### src/rtl/stopwatch_counter_if.sv
// Control pulses into the stopwatch counting stage and display data out to
// the seven-segment decoders. The counter is the slave side.
interface stopwatch_counter_if;
    logic        start_stop;
    logic        clear;
    logic        lap;
    logic [23:0] bcd;
    logic [5:0]  dp_n;
    logic        running;
    logic        wrap;

    modport master (
        output start_stop,
        output clear,
        output lap,
        input  bcd,
        input  dp_n,
        input  running,
        input  wrap
    );

    modport slave (
        input  start_stop,
        input  clear,
        input  lap,
        output bcd,
        output dp_n,
        output running,
        output wrap
    );
endinterface

### src/rtl/stopwatch_counter.sv
// Stopwatch time base and BCD counter (MM:SS.hh) with start/stop, clear and
// lap-freeze control. Every output is a register loaded from the next-state
// decode, so control pulses are visible on the same edge that samples them
// and no input reaches an output combinationally.
module stopwatch_counter #(
    parameter int CLK_HZ  = 50000000,
    parameter int TICK_HZ = 100
) (
    input  logic               clk,
    input  logic               reset_n,
    stopwatch_counter_if.slave sw
);

    localparam int DIV = CLK_HZ / TICK_HZ;
    localparam int PW  = (DIV > 1) ? $clog2(DIV) : 1;

    localparam logic [PW-1:0] PRESC_ZERO = '0;
    localparam logic [PW-1:0] PRESC_ONE  = PW'(1);
    localparam logic [PW-1:0] PRESC_MAX  = PW'(DIV - 1);
    localparam logic [23:0]   COUNT_ZERO = 24'h000000;
    localparam logic [23:0]   COUNT_MAX  = 24'h595999;
    localparam logic [5:0]    DP_NORMAL  = 6'b101011;
    localparam logic [5:0]    DP_LAP     = 6'b101010;

    typedef enum logic [1:0] {
        ST_IDLE = 2'd0,
        ST_RUN  = 2'd1,
        ST_LAP  = 2'd2,
        ST_STOP = 2'd3
    } state_t;

    // One-hundredth increment with carries rippling through all six digits.
    // Tens of seconds and tens of minutes roll at 5, the rest at 9; a digit
    // already at or past its limit is treated as the limit so it can never
    // escape its range.
    function automatic logic [23:0] bcd_inc(input logic [23:0] v);
        logic [23:0] r;
        logic        carry;
        logic [3:0]  lim;
        r     = v;
        carry = 1'b1;
        for (int i = 0; i < 6; i++) begin
            if ((i == 3) || (i == 5)) begin
                lim = 4'd5;
            end else begin
                lim = 4'd9;
            end
            if (carry) begin
                if (r[i*4 +: 4] >= lim) begin
                    r[i*4 +: 4] = 4'd0;
                end else begin
                    r[i*4 +: 4] = r[i*4 +: 4] + 4'd1;
                    carry       = 1'b0;
                end
            end else begin
                carry = 1'b0;
            end
        end
        return r;
    endfunction

    state_t          state_r;
    logic [PW-1:0]   presc_r;
    logic [23:0]     count_r;
    logic [23:0]     lap_r;
    logic [23:0]     bcd_r;
    logic [5:0]      dp_n_r;
    logic            running_r;
    logic            wrap_r;

    state_t          state_nxt_s;
    logic [PW-1:0]   presc_nxt_s;
    logic [23:0]     count_nxt_s;
    logic [23:0]     lap_nxt_s;
    logic [23:0]     bcd_nxt_s;
    logic [5:0]      dp_n_nxt_s;
    logic            running_nxt_s;
    logic            wrap_nxt_s;

    // Next-state decode: prescaler/count advance first, then the control
    // pulses act on top of it (clear > start_stop > lap, illegal ones dropped).
    always_comb begin
        state_nxt_s   = state_r;
        presc_nxt_s   = presc_r;
        count_nxt_s   = count_r;
        lap_nxt_s     = lap_r;
        wrap_nxt_s    = 1'b0;
        bcd_nxt_s     = count_r;
        dp_n_nxt_s    = DP_NORMAL;
        running_nxt_s = 1'b0;

        if ((state_r == ST_RUN) || (state_r == ST_LAP)) begin
            if (presc_r == PRESC_MAX) begin
                presc_nxt_s = PRESC_ZERO;
                count_nxt_s = bcd_inc(count_r);
                wrap_nxt_s  = (count_r == COUNT_MAX);
            end else begin
                presc_nxt_s = presc_r + PRESC_ONE;
            end
        end else begin
            presc_nxt_s = presc_r;
        end

        case (state_r)
            ST_IDLE: begin
                if (sw.start_stop) begin
                    state_nxt_s = ST_RUN;
                    presc_nxt_s = PRESC_ZERO;
                end else begin
                    state_nxt_s = ST_IDLE;
                end
            end
            ST_RUN: begin
                if (sw.start_stop) begin
                    state_nxt_s = ST_STOP;
                end else if (sw.lap) begin
                    // Freeze includes an increment made on this same edge.
                    state_nxt_s = ST_LAP;
                    lap_nxt_s   = count_nxt_s;
                end else begin
                    state_nxt_s = ST_RUN;
                end
            end
            ST_LAP: begin
                if (sw.start_stop) begin
                    state_nxt_s = ST_STOP;
                end else if (sw.lap) begin
                    state_nxt_s = ST_RUN;
                end else begin
                    state_nxt_s = ST_LAP;
                end
            end
            ST_STOP: begin
                if (sw.clear) begin
                    state_nxt_s = ST_IDLE;
                    count_nxt_s = COUNT_ZERO;
                    presc_nxt_s = PRESC_ZERO;
                end else if (sw.start_stop) begin
                    state_nxt_s = ST_RUN;
                end else begin
                    state_nxt_s = ST_STOP;
                end
            end
            default: begin
                state_nxt_s = ST_IDLE;
                count_nxt_s = COUNT_ZERO;
                presc_nxt_s = PRESC_ZERO;
            end
        endcase

        case (state_nxt_s)
            ST_LAP: begin
                bcd_nxt_s     = lap_nxt_s;
                dp_n_nxt_s    = DP_LAP;
                running_nxt_s = 1'b1;
            end
            ST_RUN: begin
                bcd_nxt_s     = count_nxt_s;
                dp_n_nxt_s    = DP_NORMAL;
                running_nxt_s = 1'b1;
            end
            default: begin
                bcd_nxt_s     = count_nxt_s;
                dp_n_nxt_s    = DP_NORMAL;
                running_nxt_s = 1'b0;
            end
        endcase
    end

    // State, counting registers and registered display outputs.
    always_ff @(posedge clk or negedge reset_n) begin
        if (!reset_n) begin
            state_r   <= ST_IDLE;
            presc_r   <= PRESC_ZERO;
            count_r   <= COUNT_ZERO;
            lap_r     <= COUNT_ZERO;
            bcd_r     <= COUNT_ZERO;
            dp_n_r    <= DP_NORMAL;
            running_r <= 1'b0;
            wrap_r    <= 1'b0;
        end else begin
            state_r   <= state_nxt_s;
            presc_r   <= presc_nxt_s;
            count_r   <= count_nxt_s;
            lap_r     <= lap_nxt_s;
            bcd_r     <= bcd_nxt_s;
            dp_n_r    <= dp_n_nxt_s;
            running_r <= running_nxt_s;
            wrap_r    <= wrap_nxt_s;
        end
    end

    assign sw.bcd     = bcd_r;
    assign sw.dp_n    = dp_n_r;
    assign sw.running = running_r;
    assign sw.wrap    = wrap_r;

endmodule

### src/flat_wrapper.sv
// flat-port wrapper written by rule: the top's interface ports become plain ports
module stopwatch_counter_flat 
#(
    parameter int CLK_HZ  = 50000000,
    parameter int TICK_HZ = 100
)
  (clk, reset_n, sw_start_stop, sw_clear, sw_lap, sw_bcd, sw_dp_n, sw_running, sw_wrap);
  stopwatch_counter_if sw_i ();
  input  logic clk;
  input  logic reset_n;
  input wire logic [$bits(sw_i.start_stop)-1:0] sw_start_stop;
  input wire logic [$bits(sw_i.clear)-1:0] sw_clear;
  input wire logic [$bits(sw_i.lap)-1:0] sw_lap;
  output wire logic [$bits(sw_i.bcd)-1:0] sw_bcd;
  output wire logic [$bits(sw_i.dp_n)-1:0] sw_dp_n;
  output wire logic [$bits(sw_i.running)-1:0] sw_running;
  output wire logic [$bits(sw_i.wrap)-1:0] sw_wrap;
  assign sw_i.start_stop = sw_start_stop;
  assign sw_i.clear = sw_clear;
  assign sw_i.lap = sw_lap;
  assign sw_bcd = sw_i.bcd;
  assign sw_dp_n = sw_i.dp_n;
  assign sw_running = sw_i.running;
  assign sw_wrap = sw_i.wrap;
  stopwatch_counter #(.CLK_HZ(CLK_HZ), .TICK_HZ(TICK_HZ)) u_core (.clk(clk), .reset_n(reset_n), .sw(sw_i));
endmodule
### config.mk
export PLATFORM = sky130hd
export DESIGN_NAME = stopwatch_counter_flat
export DESIGN_NICKNAME = d
export VERILOG_FILES = /design/src/rtl/stopwatch_counter_if.sv /design/src/rtl/stopwatch_counter.sv /design/src/flat_wrapper.sv
export SDC_FILE = /design/constraint.sdc
export NUM_CORES = 1
export LEC_CHECK = 0
export CORE_ASPECT_RATIO = 0.75
export CORE_MARGIN = 4
export CORE_UTILIZATION = 63
export DETAILED_ROUTE_END_ITERATION = 10
export PLACE_DENSITY_LB_ADDON = 0.3
export SLEW_MARGIN = 30
export SYNTH_ARGS = -nofsm -noshare
export SYNTH_HDL_FRONTEND = slang
export SYNTH_SLANG_ARGS = --single-unit
### constraint.sdc
create_clock -name clk -period 3.8 [get_ports clk]
set_input_delay 0.76 -clock clk [delete_from_list [all_inputs] [get_ports clk]]
set_output_delay 0.76 -clock clk [all_outputs]
set_load 0.01 [all_outputs]
## Word-level counts from Yosys, hierarchy flattened

Cells that the tools add are included.

| word-level totals | value |
|---|---|
| bits in registers | 101 |
| output and inout port bits | 32 |

| operators by class | value |
|---|---|
| $add $sub $neg | 7 |
| order comparisons | 6 |
| equality and inequality tests | 7 |
| mux-type cells | 59 |
| reductions and logical operators | 3 |

Operator list:

| operator | number |
|---|---|
| 2-to-1 mux 24 bit | 8 |
| 2-to-1 mux 19 bit | 4 |
| 2-to-1 mux 4 bit | 15 |
| case mux 19 bit (2 select lines) | 1 |
| adder 4 x 1 -> 4 bit (second input constant) | 6 |
| == test 24 x 23 -> 1 bit (second input constant) | 1 |
| greater-or-equal comparator 4 bit | 6 |
| 2-to-1 mux 1 bit | 24 |
| adder 19 x 1 -> 19 bit (second input constant) | 1 |
| == test 19 bit (second input constant) | 1 |
| 2-to-1 mux 2 bit | 6 |
| case mux 2 bit (4 select lines) | 1 |
| == test 2 bit (second input constant) | 3 |
| == test 2 x 1 -> 1 bit (second input constant) | 2 |
| zero test 2 bit | 1 |
| OR reduction 2 bit | 1 |
| logical OR 1 bit | 1 |

## Longest topological paths before layout

Gate-level depths: netlist of run 1.

| logic depth | value |
|---|---|
| word-level depth | 26 |
| mapped depth | 11 |
| mapped depth without buffers | 11 |

## Worst setup path after synthesis of run 1

No wires, ideal clock.

| timing path | value |
|---|---|
| kind | input port to flip-flop |
| start point | input sw_lap |
| end point | register u_core.bcd_r[19] (netlist: u_core.sw.bcd[19]) |
| setup time | 0.087 ns |
| arrival | 2.228 ns |
| setup slack | 1.485 ns |
| cell stages on the path | 9 |
| cells stage by stage | mux2_2 > o32ai_1 > nand2_1 > nand2_1 > ha_1 > clkbuf_1 > clkbuf_1 > nand4_1 > o211ai_1 |

| on the way | value |
|---|---|
| word-level cells in the longest chain between the ends | 5 |
| elaborated cells on any way between the ends | 10 |

Ends and longest elaborated chain:

| what | RTL line | RTL |
|---|---|---|
| start: declaration | flat_wrapper.sv:13 | `input wire logic [$bits(sw_i.lap)-1:0] sw_lap;` |
| 2-to-1 mux 2 bit, on equally long branches | stopwatch_counter.sv:127, stopwatch_counter.sv:116 |  |
| 2-to-1 mux 2 bit, on equally long branches | stopwatch_counter.sv:125, stopwatch_counter.sv:114 |  |
| case mux 2 bit (4 select lines) | stopwatch_counter.sv:104 | `case (state_r)` |
| == test 2 bit | stopwatch_counter.sv:151 | `case (state_nxt_s)` |
| 2-to-1 mux 24 bit (*) | stopwatch_counter.sv:151 |  |
| via u_core.bcd_nxt_s[19] | stopwatch_counter.sv:75 | `logic [23:0] bcd_nxt_s;` |
| end signal: assignment | stopwatch_counter.sv:186 | `bcd_r <= bcd_nxt_s;` |
| end: declaration | stopwatch_counter.sv:66 | `logic [23:0] bcd_r;` |

The timed path passes the listed nets; every way through them passes the cells marked *.

## Final worst setup path of run 1

| timing path | value |
|---|---|
| start point | input sw_lap |
| end point | register u_core.bcd_r[22] (netlist: u_core.sw.bcd[22]) |

The elaborated chain is that of the path after synthesis.

==> out/metrics.yaml, run 1 <==
setup_path:
  critPathMaxFanout: 13
  worst_setup_path_start_kind: "primary input"
  crit_path_end_kind: "flop"
  cp.arrival_ns: 3.21
  path_class: "primary input to flop"
  required_ns: 4.05
grt:
  grt_max_degree: 64
  first_pass_grt_wire_length_um: 18600
  track_usage_pct: 24.5
  total_global_routing_overflow: 0
  grt_pass1_vias: 3720
  grt_antenna_before_repair: 0
synth:
  synth_top_family_by_area: "simple AND/OR/NAND/NOR gates"
  netlist-cell-type-count: 60
  synth-seq-area-share_pct: 48.4
  synthesis.area_um2: 4970
  postSynthAreaPerCell_um2: 9.94
  ys.flop_type: "sky130_fd_sc_hd__dfrtp_1"
  synth-edff-count: 0
  synth-compound-area-share_pct: 12.1
  simple_logic_cell_fraction_of_the_synthesized_area_pct: 22.0
  synth_top_area_cell: "sky130_fd_sc_hd__dfrtp_1"
  post_synth_inst_count: 500
  synthArstFlopShare_pct: 100
  post_synth_xor_area_fraction_pct: 2.47
  share_of_synthesized_cell_area_in_full_adder_half_adder_and_majority_cells_pct: 6.04
  yosysWarnings: 0
  synth_seq_cells: 96
  multiplexer_area_fraction_after_synthesis_pct: 4.76
  synthTopCellsByArea: "sky130_fd_sc_hd__dfrtp_1, sky130_fd_sc_hd__nor2_1, sky130_fd_sc_hd__ha_1, sky130_fd_sc_hd__mux2_2, sky130_fd_sc_hd__a21oi_1"
  synth.top_cell.area_share_pct: 47.8
status:
  outcome: "completed"
route:
  route.detailed.drc: 0
  detail_route.vias_per_cell: 6.11
  routed-via-count: 3885
  wl_per_cell_um: 17.3
  first_pass_iters: 5
  detail_route.iter0.violations: 336
  route.final.wire_length_um: 11000
  final_antenna_net_count: 0
clock_tree:
  cts_resized: 0
  cts.path.max_buffers: 2
  cts_inserted_buffers: 9
  post_cts.repair.setup_buffers: 0
  clk_pin_slew_worst_paths_ns: 0.09
  clock_tree.root_cell: "sky130_fd_sc_hd__clkbuf_8"
  h_tree_level_count: 3
  cts_tree: "built"
  holdBufCountCts: 0
  clock_sink_count: 96
  clk_latency_ns: 0.36
power_and_ir_drop:
  power_density_nw_per_um2: 741
  irDropWorstVdd_v: 0.000527
  power.leakage_nw: 2.38
flow_run:
  cap_violations: 0
timing:
  fin_skew_ns: 0.0135
  tightestPinTransition_ns: 0.816
  timing.max_slew.rel_slack_pct: 45.6
  report.final.hold_viol_count: 0
  final.period_utilization_pct: 77.9
  highest_clock_frequency_the_design_can_meet_ghz: 0.338
  rsz0062_at_grt: "false"
  timing.final.crit_period_ns: 2.96
  slew_viol_final: 0
  final-setup-viol-count: 0
  fin_setup_tns_ns: 0
placement:
  place.port_buffers: 31
  dpl_cell_area_um2: 5350
  gp_congestion: 0.918
  hpwlAfterDp_um: 7710
layout:
  final_util_pct: 73.8
  fraction_of_layout_instances_using_a_drive_strength_above_1_pct: 9.72
  nNetsFinal: 560
  syn2layout_area_growth_pct: 11.4
  final_cell_area_um2: 5530
  antenna_cells: 0
floorplan:
  design.portCount: 37
  die_height_um: 84.9
  rows: 27
  fp.coreArea_um2: 7500
  die_footprint_um2: 9390
  chipWidth_um: 111
  initial_core_util_pct: 66.2
worst_hold_path:
  holdCritPathClass: "primary input to asynchronous set/reset pin"
[cell type report]
class	count	area, um2
clock buffers	10	128
clock inverters	5	58.8
fillers	533	1970
inverters	22	82.6
multi-input cells	364	2370
flip-flops and latches	96	2400
well taps	101	126
repair buffers	38	360
[synthesized netlist by cell type, types with 3 or more instances]
library cell and count:
sky130_fd_sc_hd__o2bb2ai_1 5, sky130_fd_sc_hd__and3_1 4, sky130_fd_sc_hd__o32ai_1 7, sky130_fd_sc_hd__o21ai_0 16
sky130_fd_sc_hd__or3_1 3, sky130_fd_sc_hd__nor2_1 84, sky130_fd_sc_hd__nor2b_1 3, sky130_fd_sc_hd__nand4b_1 3
sky130_fd_sc_hd__o31ai_1 4, sky130_fd_sc_hd__and2_1 11, sky130_fd_sc_hd__clkbuf_1 11, sky130_fd_sc_hd__nor3_1 8
sky130_fd_sc_hd__dfrtp_1 95, sky130_fd_sc_hd__ha_1 24, sky130_fd_sc_hd__buf_4 8, sky130_fd_sc_hd__a21o_1 4
sky130_fd_sc_hd__a21boi_0 3, sky130_fd_sc_hd__mux2i_1 9, sky130_fd_sc_hd__nand2b_1 7, sky130_fd_sc_hd__nor3b_1 3
sky130_fd_sc_hd__nand2_1 30, sky130_fd_sc_hd__xnor2_1 6, sky130_fd_sc_hd__xor2_1 8, sky130_fd_sc_hd__nor4_1 4
sky130_fd_sc_hd__a211oi_1 3, sky130_fd_sc_hd__and4_1 3, sky130_fd_sc_hd__mux2_2 13, sky130_fd_sc_hd__a31oi_1 6
sky130_fd_sc_hd__nand4_1 11, sky130_fd_sc_hd__a21oi_1 27, sky130_fd_sc_hd__inv_1 22, sky130_fd_sc_hd__nand3_1 18
[final timing paths]
kind	startpoint	to	slack (ns)	depth (start not counted)
max	sw_lap	u_core.sw.bcd[22]$_DFF_PN0_	0.84	10
min	reset_n	u_core.presc_r[13]$_DFF_PN0_	0.46	1
max reg2reg	u_core.state_r[1]$_DFF_PN0_	u_core.sw.bcd[13]$_DFF_PN0_	1.08	7
min reg2reg	u_core.lap_r[11]$_DFF_PN0_	u_core.lap_r[11]$_DFF_PN0_	0.49	2
max in group asynchronous	reset_n	u_core.sw.dp_n[0]$_DFF_PN1_	2.54	2
min in group clk	u_core.lap_r[11]$_DFF_PN0_	u_core.lap_r[11]$_DFF_PN0_	0.49	2
[cells by family after synthesis]
group	count (synthesis)
XOR/XNOR	14
multiplexers	22
flip-flops	96
AND/OR/NAND/NOR	208
other	2
buffers and inverters	43
adder cells (fa/ha/maj)	24
AO/OA/AOI/OAI	91
[critical path, cell delays in order]
cell	delay [ns]
sky130_fd_sc_hd__clkdlybuf4s50_1	0.50
sky130_fd_sc_hd__mux2_2	0.35
sky130_fd_sc_hd__o32ai_1	0.15
sky130_fd_sc_hd__nand2_1	0.10
sky130_fd_sc_hd__nand2_1	0.10
sky130_fd_sc_hd__ha_1	0.17
sky130_fd_sc_hd__inv_1	0.23
sky130_fd_sc_hd__nand2_1	0.51
sky130_fd_sc_hd__o21ai_0	0.16
sky130_fd_sc_hd__a21o_1	0.18
[registers in the layout, summed over array words and instances (netlist names)]
signal             count
u_core.count_r        24
u_core.lap_r          24
u_core.presc_r        19
u_core.state_r         2
u_core.sw.bcd         24
u_core.sw.dp_n         1
u_core.sw.running      1
u_core.sw.wrap         1
[per-layer routing]
metal  GRT usage, %  share of wire (%)  vias to the layer above
met4           7.61                1.8                        0
met3           5.56                6.2                       25
met1           35.9                 48                     1905
li1               -                  -                     1805
met5              0                  0                        -
met2           36.5                 44                      150
[cells in the final DEF (no fill, tap or decap), drive strengths merged, types with 7 or more instances in the layout]
cell,instances
dfrtp,95
nor2,85
nand2,30
clkdlybuf4s50,30
a21oi,27
ha,24
inv,22
nand3,19
o21ai,16
mux2,13
nand4,12
and2,11
clkbuf,10
mux2i,9
xor2,8
nor3,8
buf,8
nand2b,7
o32ai,7
[power by group]
group          internal (W)  leakage (nW)  switching [W]  total (W)
logic              0.000762          1.16       0.000970    0.00173
registers           0.00141          1.14       0.000307    0.00172
clock network      0.000301        0.0883       0.000349   0.000650
total               0.00248          2.38        0.00163    0.00410
[metrics by stage]
| stage | std cells | power (W) | worst slack [ns] | hold slack [ns] |
|---|---|---|---|---|
| floorplan | 503 | 0.00278 | 1.49 | 0.446 |
| global placement | 621 | 0.00332 | 0.679 | 0.461 |
| detailed placement | 621 | 0.00343 | 0.536 | 0.468 |
| CTS | 636 | 0.00409 | 0.898 | 0.484 |
| global route | 636 | 0.00440 | 0.674 | 0.509 |
| finish | 636 | 0.00410 | 0.839 | 0.456 |
No activity file was read; power rests on OpenSTA's default activity.
==> run 2: changes to the inputs <==
--- a/config.mk
+++ b/config.mk
@@ -7,7 +7,7 @@
 export LEC_CHECK = 0
 export CORE_ASPECT_RATIO = 0.75
 export CORE_MARGIN = 4
-export CORE_UTILIZATION = 63
+export CORE_UTILIZATION = 59
 export DETAILED_ROUTE_END_ITERATION = 10
 export PLACE_DENSITY_LB_ADDON = 0.3
 export SLEW_MARGIN = 30
==> constraint.sdc (replaced) <==
create_clock -name clk -period 2.8 [get_ports clk]
set_input_delay 0.56 -clock clk [delete_from_list [all_inputs] [get_ports clk]]
set_output_delay 0.56 -clock clk [all_outputs]
set_load 0.01 [all_outputs]
==> out/metrics.yaml, run 2 (synthesized netlist as in run 1, its figures left out) <==
route:
  final_antenna_net_count: 0
  first_pass_iters: 5
  route.final.wire_length_um: 11100
  wl_per_cell_um: 17.1
  detail_route.iter0.violations: 324
  route.detailed.drc: 0
  routed-via-count: 3918
  detail_route.vias_per_cell: 6.03
placement:
  gp_congestion: 0.874
  hpwlAfterDp_um: 8020
  place.port_buffers: 31
  dpl_cell_area_um2: 5440
  dp_slack_ns: 0.116
timing:
  fin_skew_ns: 0.00473
  report.final.hold_viol_count: 0
  final-setup-viol-count: 0
  highest_clock_frequency_the_design_can_meet_ghz: 0.379
  final.period_utilization_pct: 94.2
  tightestPinTransition_ns: 0.648
  slew_viol_final: 0
  timing.max_slew.rel_slack_pct: 56.8
  timing.final.crit_period_ns: 2.64
  rsz0062_at_grt: "false"
  holdWs_ns: 0.211
  fin_setup_tns_ns: 0
  finalWorstSetupSlack_ns: 0.164
floorplan:
  fp.coreArea_um2: 8060
  initial_core_util_pct: 61.7
  die_height_um: 87.5
  chipWidth_um: 114
  die_footprint_um2: 9970
  design.portCount: 37
  rows: 28
power_and_ir_drop:
  total_power_w: 0.00592
  power.leakage_nw: 2.48
  power_density_nw_per_um2: 1030
  irDropWorstVdd_v: 0.000590
clock_tree:
  holdBufCountCts: 0
  clk_pin_slew_worst_paths_ns: 0.06
  cts_resized: 0
  clock_sink_count: 96
  post_cts.repair.setup_buffers: 0
  cts_tree: "built"
  cts_inserted_buffers: 9
  cts.path.max_buffers: 2
  h_tree_level_count: 3
  clk_latency_ns: 0.35
  clock_tree.root_cell: "sky130_fd_sc_hd__clkbuf_16"
layout:
  mostFrequentLayoutCells: "sky130_fd_sc_hd__dfrtp_1, sky130_fd_sc_hd__nor2_1, sky130_fd_sc_hd__nand2_1, sky130_fd_sc_hd__clkdlybuf4s50_1, sky130_fd_sc_hd__a21oi_1"
  final_common_cell: "sky130_fd_sc_hd__dfrtp_1"
  antenna_cells: 0
  final_cell_area_um2: 5730
  fraction_of_layout_instances_using_a_drive_strength_above_1_pct: 11.7
  nNetsFinal: 569
  syn2layout_area_growth_pct: 15.3
setup_path:
  required_ns: 3.00
  worst_r2r_src: "u_core.count_r[4]$_DFF_PN0_"
  critical-path-max-stage-delay_ns: 0.47
  cell_with_the_biggest_individual_delay_on_the_critical_path: "sky130_fd_sc_hd__and4_1"
  worst-path-buf-inv: 1
  path_class: "flop to flop"
  r2r_slack_ns: 0.16
  path_depth: 8
  timing.reg2reg.worst_path_depth: 8
  critical_path.reg2reg.endpoint: "u_core.sw.bcd[16]$_DFF_PN0_"
  critical-path-top-delay-family: "simple AND/OR/NAND/NOR gates"
  timing.critical_path.cells: "inv_1 > ha_1 > or3b_1 > and2_1 > and4_1 > nand2_1 > a211oi_1 > o32ai_1"
  cp.arrival_ns: 2.83
  worst_setup_path_start_kind: "flop"
  crit_path_end_kind: "flop"
  critPathMaxFanout: 8
grt:
  total_global_routing_overflow: 0
  grt_pass1_vias: 3874
  first_pass_grt_wire_length_um: 18900
  grt_antenna_before_repair: 0
  track_usage_pct: 24.0
  grt_max_degree: 50
flow_run:
  cap_violations: 0
worst_hold_path:
  holdCritPathClass: "primary input to asynchronous set/reset pin"
status:
  outcome: "completed"
[run 2: worst max-delay path by stage]
stage                                              to  slack (ns)                         from
after floorplan           u_core.sw.bcd[18]$_DFF_PN0_        0.54  u_core.count_r[4]$_DFF_PN0_
after global placement     u_core.sw.bcd[7]$_DFF_PN0_        0.22                       sw_lap
after detailed placement  u_core.sw.bcd[15]$_DFF_PN0_        0.12                       sw_lap
after CTS                 u_core.sw.bcd[21]$_DFF_PN0_        0.17  u_core.count_r[8]$_DFF_PN0_
after global routing      u_core.sw.bcd[16]$_DFF_PN0_        0.01  u_core.count_r[4]$_DFF_PN0_
final                     u_core.sw.bcd[16]$_DFF_PN0_        0.16  u_core.count_r[4]$_DFF_PN0_
[run 2: per-layer routing]
layer | GRT usage [%] | part of all wire, %
met5 | 0 | 0
met4 | 8.09 | 1.8
met3 | 5.35 | 6.7
met2 | 38.4 | 45
met1 | 32.8 | 46
[run 2: stage by stage]
stage / std cells / utilization, %
6_report: 650 / 71.1
5_1_grt: 650 / 71.1
4_1_cts: 650 / 71.0
3_5_place_dp: 634 / 67.5
3_3_place_gp: 634 / 67.4
2_1_floorplan: 503 / -
[run 2: report_power, final]
part / switching (W) / internal [W]
Clock: 0.000510 / 0.000687
Combinational: 0.00132 / 0.00107
Sequential: 0.000421 / 0.00192
Total: 0.00225 / 0.00368
[run 2: area by class of cell]
type,instances,area [um2]
fillers,614,2330
clock buffers,10,229
well taps,105,131
multi-input cells,364,2380
flip-flops and latches,96,2400
repair buffers,47,440
clock inverters,6,60.1
inverters,22,82.6
